$ cat config.mk
export PLATFORM = sky130hd
export DESIGN_NAME = tx_serial_param
export DESIGN_NICKNAME = d
export VERILOG_FILES = /design/src/rtl/tx_serial_pkg.sv /design/src/rtl/fifo_sync.sv /design/src/rtl/tx_serial_param.sv
export SDC_FILE = /design/constraint.sdc
export NUM_CORES = 1
export LEC_CHECK = 0
export BUFFER_PORTS_ARGS = -buffer_cell sky130_fd_sc_hd__buf_2
export CELL_PAD_IN_SITES_DETAIL_PLACEMENT = 1
export CELL_PAD_IN_SITES_GLOBAL_PLACEMENT = 2
export CORE_AREA = 2 2 88 90
export CTS_CLUSTER_SIZE = 30
export DETAILED_ROUTE_END_ITERATION = 6
export DIE_AREA = 0 0 90 92
export PLACE_DENSITY_LB_ADDON = 0.05
export SKIP_CTS_REPAIR_TIMING = 1
export SYNTH_ARGS = -nofsm -noshare
export SYNTH_HDL_FRONTEND = slang
export SYNTH_SLANG_ARGS = --single-unit
export TNS_END_PERCENT = 5
$ cat constraint.sdc
create_clock -name clock -period 3.15 [get_ports clock]
set_input_delay 0.63 -clock clock [delete_from_list [all_inputs] [get_ports clock]]
set_output_delay 0.63 -clock clock [all_outputs]
set_load 0.01 [all_outputs]
$ cat src/rtl/tx_serial_pkg.sv
`timescale 1ns/1ps
`default_nettype none
// ============================================================================
// Module   : tx_serial_pkg
// Purpose  : Shared definitions for the parameterised serial transmitter:
//            FSM state encoding (also visible on db_estado), parity mode
//            constants and the parity helper used when a character is loaded.
// Revision : 1.0 - initial release
// ============================================================================
package tx_serial_pkg;

    // Encoding is exported on the debug port, so the values are fixed.
    typedef enum logic [3:0] {
        ST_IDLE   = 4'd0,
        ST_LOAD   = 4'd1,
        ST_START  = 4'd2,
        ST_DATA   = 4'd3,
        ST_PARITY = 4'd4,
        ST_STOP   = 4'd5,
        ST_DONE   = 4'd6
    } tx_state_t;

    localparam int PARITY_NONE = 0;
    localparam int PARITY_EVEN = 1;
    localparam int PARITY_ODD  = 2;

    // Unused upper bits must be zero, so they do not disturb the XOR.
    function automatic logic parity_bit(input logic [7:0] data, input int mode);
        return (mode == PARITY_ODD) ? ~(^data) : (^data);
    endfunction

endpackage
`default_nettype wire

$ cat src/rtl/fifo_sync.sv
`timescale 1ns/1ps
`default_nettype none
// ============================================================================
// Module   : fifo_sync
// Purpose  : Single-clock FIFO with first-word-fall-through read data.
//            A write while full is dropped (even with a pop in the same
//            cycle) and flagged on o_overflow one cycle later.
// Ports    : clk, rst (sync, active high)
//            i_wr_en/i_wr_data  push side
//            i_rd_en/o_rd_data  pop side (o_rd_data is the current head)
//            o_full, o_empty, o_overflow
// Revision : 1.0 - initial release
// ============================================================================
module fifo_sync #(
    parameter int WIDTH = 8,
    parameter int DEPTH = 4
) (
    input  logic             clk,
    input  logic             rst,
    input  logic             i_wr_en,
    input  logic [WIDTH-1:0] i_wr_data,
    input  logic             i_rd_en,
    output logic [WIDTH-1:0] o_rd_data,
    output logic             o_full,
    output logic             o_empty,
    output logic             o_overflow
);

    localparam int AW = (DEPTH > 1) ? $clog2(DEPTH) : 1;
    localparam int CW = $clog2(DEPTH + 1);

    logic [WIDTH-1:0] r_mem [DEPTH];
    logic [AW-1:0]    r_wr_ptr;
    logic [AW-1:0]    r_rd_ptr;
    logic [CW-1:0]    r_count;
    logic             r_overflow;

    logic             w_full;
    logic             w_empty;
    logic             w_push;
    logic             w_pop;

    // The count, not the pointers, separates full from empty.
    assign w_full  = (r_count == CW'(DEPTH));
    assign w_empty = (r_count == '0);
    // Fullness is judged before any same-cycle pop.
    assign w_push  = i_wr_en & ~w_full & ~rst;
    assign w_pop   = i_rd_en & ~w_empty;

    // Storage has no reset; resetting the pointers discards the contents.
    always_ff @(posedge clk) begin
        if (w_push) begin
            r_mem[r_wr_ptr] <= i_wr_data;
        end
    end

    always_ff @(posedge clk) begin
        if (rst) begin
            r_wr_ptr   <= '0;
            r_rd_ptr   <= '0;
            r_count    <= '0;
            r_overflow <= 1'b0;
        end else begin
            // Pointer width equals log2(DEPTH), so wrap is implicit.
            if (w_push) begin
                r_wr_ptr <= r_wr_ptr + 1'b1;
            end
            if (w_pop) begin
                r_rd_ptr <= r_rd_ptr + 1'b1;
            end
            case ({w_push, w_pop})
                2'b10:   r_count <= r_count + 1'b1;
                2'b01:   r_count <= r_count - 1'b1;
                default: r_count <= r_count;
            endcase
            r_overflow <= i_wr_en & w_full;
        end
    end

    assign o_rd_data  = r_mem[r_rd_ptr];
    assign o_full     = w_full;
    assign o_empty    = w_empty;
    assign o_overflow = r_overflow;

endmodule
`default_nettype wire

$ cat src/rtl/tx_serial_param.sv
`timescale 1ns/1ps
`default_nettype none
// ============================================================================
// Module   : tx_serial_param
// Purpose  : Parameterised asynchronous serial transmitter with a transmit
//            FIFO. Frame: start(0), data LSB first, optional parity,
//            STOP_BITS stop bits(1). Every bit lasts CLK_DIV clocks.
// Ports    : clock, reset (sync, active high)
//            partida/dados     enqueue strobe and character
//            saida_serial      serial line, idle high (registered)
//            pronto            1-cycle pulse after the last stop bit
//            ocupado           FSM not idle
//            fifo_cheia/vazia  FIFO full/empty, erro_overflow dropped write
//            db_tick, db_estado  debug: bit tick and FSM state
// Revision : 1.0 - initial release
// ============================================================================
module tx_serial_param
    import tx_serial_pkg::*;
#(
    parameter int DATA_BITS  = 7,
    parameter int PARITY     = 1,
    parameter int STOP_BITS  = 2,
    parameter int CLK_DIV    = 434,
    parameter int FIFO_DEPTH = 4
) (
    input  logic                 clock,
    input  logic                 reset,
    input  logic                 partida,
    input  logic [DATA_BITS-1:0] dados,
    output logic                 saida_serial,
    output logic                 pronto,
    output logic                 ocupado,
    output logic                 fifo_cheia,
    output logic                 fifo_vazia,
    output logic                 erro_overflow,
    output logic                 db_tick,
    output logic [3:0]           db_estado
);

    localparam int             CNT_W       = $clog2(CLK_DIV);
    localparam logic [CNT_W-1:0] c_div_last  = CNT_W'(CLK_DIV - 1);
    localparam logic [2:0]     c_data_last = 3'(DATA_BITS - 1);
    localparam logic [2:0]     c_stop_last = 3'(STOP_BITS - 1);

    tx_state_t            r_state;
    tx_state_t            w_state_next;
    logic [CNT_W-1:0]     r_tick_cnt;
    logic [CNT_W-1:0]     w_tick_cnt_next;
    logic [2:0]           r_bit_cnt;
    logic [2:0]           w_bit_cnt_next;
    logic [DATA_BITS-1:0] r_shift;
    logic [DATA_BITS-1:0] w_shift_next;
    logic                 r_par;
    logic                 w_par_next;
    logic                 r_serial;
    logic                 w_serial_next;
    logic                 r_pronto;
    logic                 r_ocupado;

    logic                 w_in_bit;
    logic                 w_tick;
    logic                 w_pop;
    logic [DATA_BITS-1:0] w_fifo_dout;
    logic                 w_fifo_full;
    logic                 w_fifo_empty;
    logic                 w_fifo_ovf;

    fifo_sync #(
        .WIDTH (DATA_BITS),
        .DEPTH (FIFO_DEPTH)
    ) u_fifo (
        .clk        (clock),
        .rst        (reset),
        .i_wr_en    (partida),
        .i_wr_data  (dados),
        .i_rd_en    (w_pop),
        .o_rd_data  (w_fifo_dout),
        .o_full     (w_fifo_full),
        .o_empty    (w_fifo_empty),
        .o_overflow (w_fifo_ovf)
    );

    // The baud counter only runs while a bit is on the line.
    assign w_in_bit = (r_state == ST_START) || (r_state == ST_DATA) ||
                      (r_state == ST_PARITY) || (r_state == ST_STOP);
    assign w_tick   = w_in_bit && (r_tick_cnt == c_div_last);

    always_comb begin
        w_state_next    = r_state;
        w_shift_next    = r_shift;
        w_bit_cnt_next  = r_bit_cnt;
        w_par_next      = r_par;
        w_pop           = 1'b0;
        w_tick_cnt_next = '0;

        if (w_in_bit && !w_tick) begin
            w_tick_cnt_next = r_tick_cnt + 1'b1;
        end

        case (r_state)
            ST_IDLE: begin
                if (!w_fifo_empty) begin
                    w_state_next = ST_LOAD;
                end
            end
            ST_LOAD: begin
                // Character and its parity are captured here, so later
                // FIFO traffic cannot disturb the frame in progress.
                w_pop          = 1'b1;
                w_shift_next   = w_fifo_dout;
                w_par_next     = parity_bit(8'(w_fifo_dout), PARITY);
                w_bit_cnt_next = '0;
                w_state_next   = ST_START;
            end
            ST_START: begin
                if (w_tick) begin
                    w_bit_cnt_next = '0;
                    w_state_next   = ST_DATA;
                end
            end
            ST_DATA: begin
                if (w_tick) begin
                    if (r_bit_cnt == c_data_last) begin
                        w_bit_cnt_next = '0;
                        w_state_next   = (PARITY == PARITY_NONE) ? ST_STOP : ST_PARITY;
                    end else begin
                        w_bit_cnt_next = r_bit_cnt + 1'b1;
                        w_shift_next   = r_shift >> 1;
                    end
                end
            end
            ST_PARITY: begin
                if (w_tick) begin
                    w_bit_cnt_next = '0;
                    w_state_next   = ST_STOP;
                end
            end
            ST_STOP: begin
                // The bit counter is reused to count stop bits.
                if (w_tick) begin
                    if (r_bit_cnt == c_stop_last) begin
                        w_bit_cnt_next = '0;
                        w_state_next   = ST_DONE;
                    end else begin
                        w_bit_cnt_next = r_bit_cnt + 1'b1;
                    end
                end
            end
            ST_DONE: begin
                w_state_next = w_fifo_empty ? ST_IDLE : ST_LOAD;
            end
            default: begin
                w_state_next = ST_IDLE;
            end
        endcase

        // Line level is decoded from the next state so the output can be
        // registered without adding a cycle of latency.
        w_serial_next = 1'b1;
        case (w_state_next)
            ST_START:  w_serial_next = 1'b0;
            ST_DATA:   w_serial_next = w_shift_next[0];
            ST_PARITY: w_serial_next = w_par_next;
            default:   w_serial_next = 1'b1;
        endcase
    end

    always_ff @(posedge clock) begin
        if (reset) begin
            r_state    <= ST_IDLE;
            r_tick_cnt <= '0;
            r_bit_cnt  <= '0;
            r_shift    <= '0;
            r_par      <= 1'b0;
            r_serial   <= 1'b1;
            r_pronto   <= 1'b0;
            r_ocupado  <= 1'b0;
        end else begin
            r_state    <= w_state_next;
            r_tick_cnt <= w_tick_cnt_next;
            r_bit_cnt  <= w_bit_cnt_next;
            r_shift    <= w_shift_next;
            r_par      <= w_par_next;
            r_serial   <= w_serial_next;
            r_pronto   <= (w_state_next == ST_DONE);
            r_ocupado  <= (w_state_next != ST_IDLE);
        end
    end

    assign saida_serial  = r_serial;
    assign pronto        = r_pronto;
    assign ocupado       = r_ocupado;
    assign fifo_cheia    = w_fifo_full;
    assign fifo_vazia    = w_fifo_empty;
    assign erro_overflow = w_fifo_ovf;
    assign db_tick       = w_tick;
    assign db_estado     = r_state;

endmodule
`default_nettype wire
==> impl_metrics.env <==
export IMPL_cp_data_required_time_ns=3.41
export IMPL_report_final_setup_viol=0
export IMPL_root_buffer="clkbuf_8"
export IMPL_yosys_most_used_dff="dfxtp_1"
export IMPL_synthDominantCellAreaShare=0.294
export IMPL_worst_hold_path_num_cells=2
export IMPL_placed_area_mm2=0.00304
export IMPL_run_status="complete, no violations"
export IMPL_detailedRoute_firstIterationViolations=55
export IMPL_grt_use_total=0.156
export IMPL_fin_hold_ws_ns=0.458
export IMPL_cts_htree_levels=3
export IMPL_dominant_cells_by_area_after_synthesis="edfxtp_1, dfxtp_1, mux4_2"
export IMPL_rr_startpoint="db_estado[1]"
export IMPL_worstPathArrival_ns=2.77
export IMPL_synth_seq_cells=65
export IMPL_share_of_final_layout_standard_cells_stronger_than_drive_strength_1=0.197
export IMPL_fin_worst_skew_ns=0.0130
export IMPL_critPathSlowestCell="dfxtp_1"
export IMPL_fillerInstances=819
export IMPL_synth_most_common_cell="dfxtp_1"
export IMPL_static_leakage_power_nw=1.14
export IMPL_final_core_util=0.439
export IMPL_io_pin_count=21
export IMPL_worstPathMaxFanout=12
export IMPL_cellPowerDensity_mw_per_mm2=556
export IMPL_dp_cells=355
export IMPL_grt_start_max_net_pins=23
export IMPL_critical_path_startpoint_type="register"
export IMPL_syn_inst=241
export IMPL_number_of_synthesized_flops_with_an_enable_pin=28
export IMPL_tns_ns=0
export IMPL_rsz0062_at_grt="false"
export IMPL_end_kind="register"
export IMPL_timing_max_transition_violations_final=0
export IMPL_first_pass_grt_wire_length_mm=10.0
export IMPL_slew_headroom=0.635
export IMPL_routed_wire_length_per_instance_um=15.6
export IMPL_non_filler_instance_count_after_layout=371
export IMPL_area_growth_syn_to_layout_pct=14.3
export IMPL_timing_critical_path_cells="nor4b_2 -> nor2b_1 -> ha_1 -> inv_1 -> fa_1 -> xor2_1 -> or3_1 -> a21oi_1"
export IMPL_ant_nets=0
export IMPL_yosys_area_top_type="edfxtp_1"
export IMPL_achievable_frequency_ghz=0.398
export IMPL_globalRoute_totalOverflow=0
export IMPL_drv_cap=0
export IMPL_finalWirelength_mm=5.81
export IMPL_clock_path_buffers=2
export IMPL_dieWidth_um=90
export IMPL_synth_top_cells_by_count="dfxtp_1, edfxtp_1, nor2_1, nand2_1, a21oi_1"
export IMPL_insertedDiodeCount=0
export IMPL_syn_num_nets=259
export IMPL_number_of_antenna_violations_at_the_first_check_in_global_routing=0
export IMPL_final_area_mm2=0.00327
export IMPL_start_point_of_the_critical_path="db_estado[1]"
export IMPL_reg2reg_setup_slack_ns=0.64
export IMPL_die_area_mm2=0.00828
export IMPL_min_to="r_shift[2]"
export IMPL_tritoncts_clock_tree="yes"
export IMPL_clock_pin_slew_on_the_worst_setup_and_hold_paths_ns=0.07
export IMPL_hold_path_class="reg2reg"
export IMPL_ys_warnings_count=0
export IMPL_number_of_unique_standard_cell_types_used_by_synthesis=57
export IMPL_pre_cts_ws_ns=0.653
export IMPL_post_route_worst_setup_slack_ns=0.639
export IMPL_async_reset_ff_frac=0
export IMPL_drtPass1Iterations=4
export IMPL_dp_final_hpwl_mm=4.06
export IMPL_worst_pin_slew_ns=0.547
export IMPL_class_of_the_most_critical_setup_path="reg2reg"
export IMPL_initial_core_util=0.384
export IMPL_min_period_ns=2.51
export IMPL_timing_rr_end="u_fifo.r_count[2]"
export IMPL_design_core_area_mm2=0.00745
export IMPL_cts_bufs_inserted=9
export IMPL_timing_reg2reg_worst_path_depth=8
export IMPL_grt_pass1_vias=1992
export IMPL_buffer_ports_inserted=20
export IMPL_mappedNetlistArea_mm2=0.00286
export IMPL_irDropWorstVdd_mv=0.203
export IMPL_clk_insertion_delay_late_ns=0.34
export IMPL_total_power_mw=1.82
export IMPL_die_y_um=92
export IMPL_post_route_drc_count=0
export IMPL_final_min_period_over_clock_period=0.797
export IMPL_syn_mean_instance_area_um2=11.9
export IMPL_hp_start="r_shift[2]"
export IMPL_avgViaCountPerCell=4.93
export IMPL_design_final_nets=282
export IMPL_slowest_delay_ns=0.45
export IMPL_rows=32
export IMPL_ys_seq_area_frac=0.553
export IMPL_routed_via_count=1828
export IMPL_cts_sinks=65
export IMPL_hold_viol_final=0
export IMPL_gp_routability_congestion=0.700
## cells in the final DEF (no fill, tap or decap), types with 3 or more instances in the layout
master    synthesis  layout
edfxtp_1         28      28
mux4_2            7       7
nand2_1          16      16
inv_1            10      10
nand3_1           3       3
dfxtp_1          37      37
xnor2_1          12      12
o21ai_0           4       4
ha_1              7       7
nor2_1           25      25
clkbuf_8          0      10
and2_1            5       5
a21oi_1          13      13
xor2_1            9       9
buf_4             1       4
nor3_1            3       3
a22oi_1           5       5
buf_2             3      20
and3_1            5       5
## state kept, by name, summed over array words and instances (netlist names), 2 cells and up, named ones only
name and flops:
u_fifo.r_mem 28, r_tick_cnt 9, r_shift 7, db_estado 4
r_bit_cnt 3, u_fifo.r_count 3, u_fifo.r_rd_ptr 2, u_fifo.r_wr_ptr 2
## critical path, delay by kind of cell, from the launching register on
family,cells,cell delay [ns]
and+or+nand+nor,3,1.00
buffers and inverters,1,0.06
adders and majority gates,2,0.62
DFF,1,0.45
xor gates and xnor gates,1,0.16
AOI/OAI and AO/OA,1,0.16
## power by group
part	leakage (nW)	internal (mW)	switching [mW]	total, mW
clock network	0.115	0.470	0.343	0.814
logic	0.469	0.0403	0.0564	0.0967
registers	0.554	0.897	0.0109	0.908
## routing by layer
metal | global-route usage | wire [um] | up-vias
met3 | 0.0271 | 155 | 5
li1 | - | - | 905
met2 | 0.247 | 2760 | 20
met5 | 0 | 0 | -
met1 | 0.208 | 2840 | 898
met4 | 0.0731 | 51 | 0
## final cells by class
| class | count | area (um2) | share of cell area |
|---|---|---|---|
| inverters | 10 | 37.5 | 0.0115 |
| clock inverters | 6 | 90.1 | 0.0275 |
| multi-input cells | 154 | 1170 | 0.357 |
| flip-flops and latches | 65 | 1580 | 0.484 |
| well taps | 102 | 128 | 0.0390 |
| repair buffers | 24 | 130 | 0.0398 |
| clock buffers | 10 | 138 | 0.0421 |
## kinds of logic after synthesis
kind of cell | Yosys count | share of synthesized area
other cells | 1 | 0.00131
compound gates | 39 | 0.0905
buf+inv | 22 | 0.0420
mux | 7 | 0.0551
fa+ha+maj | 8 | 0.0376
simple gates | 78 | 0.157
xor+xnor | 21 | 0.0643
flops | 65 | 0.553
## how the worst max path moves through the flow
| stage | end | slack, ns | depth (start not counted) |
|---|---|---|---|
| global placement | u_fifo.r_count[2] | 0.78 | 8 |
| detailed placement | u_fifo.r_count[2] | 0.65 | 8 |
| finish | u_fifo.r_count[2] | 0.64 | 8 |
| floorplan | u_fifo.r_count[2] | 0.66 | 9 |
| CTS | u_fifo.r_count[2] | 0.63 | 8 |
| global route | u_fifo.r_count[2] | 0.49 | 8 |
Power figures use the tool's default switching activity.
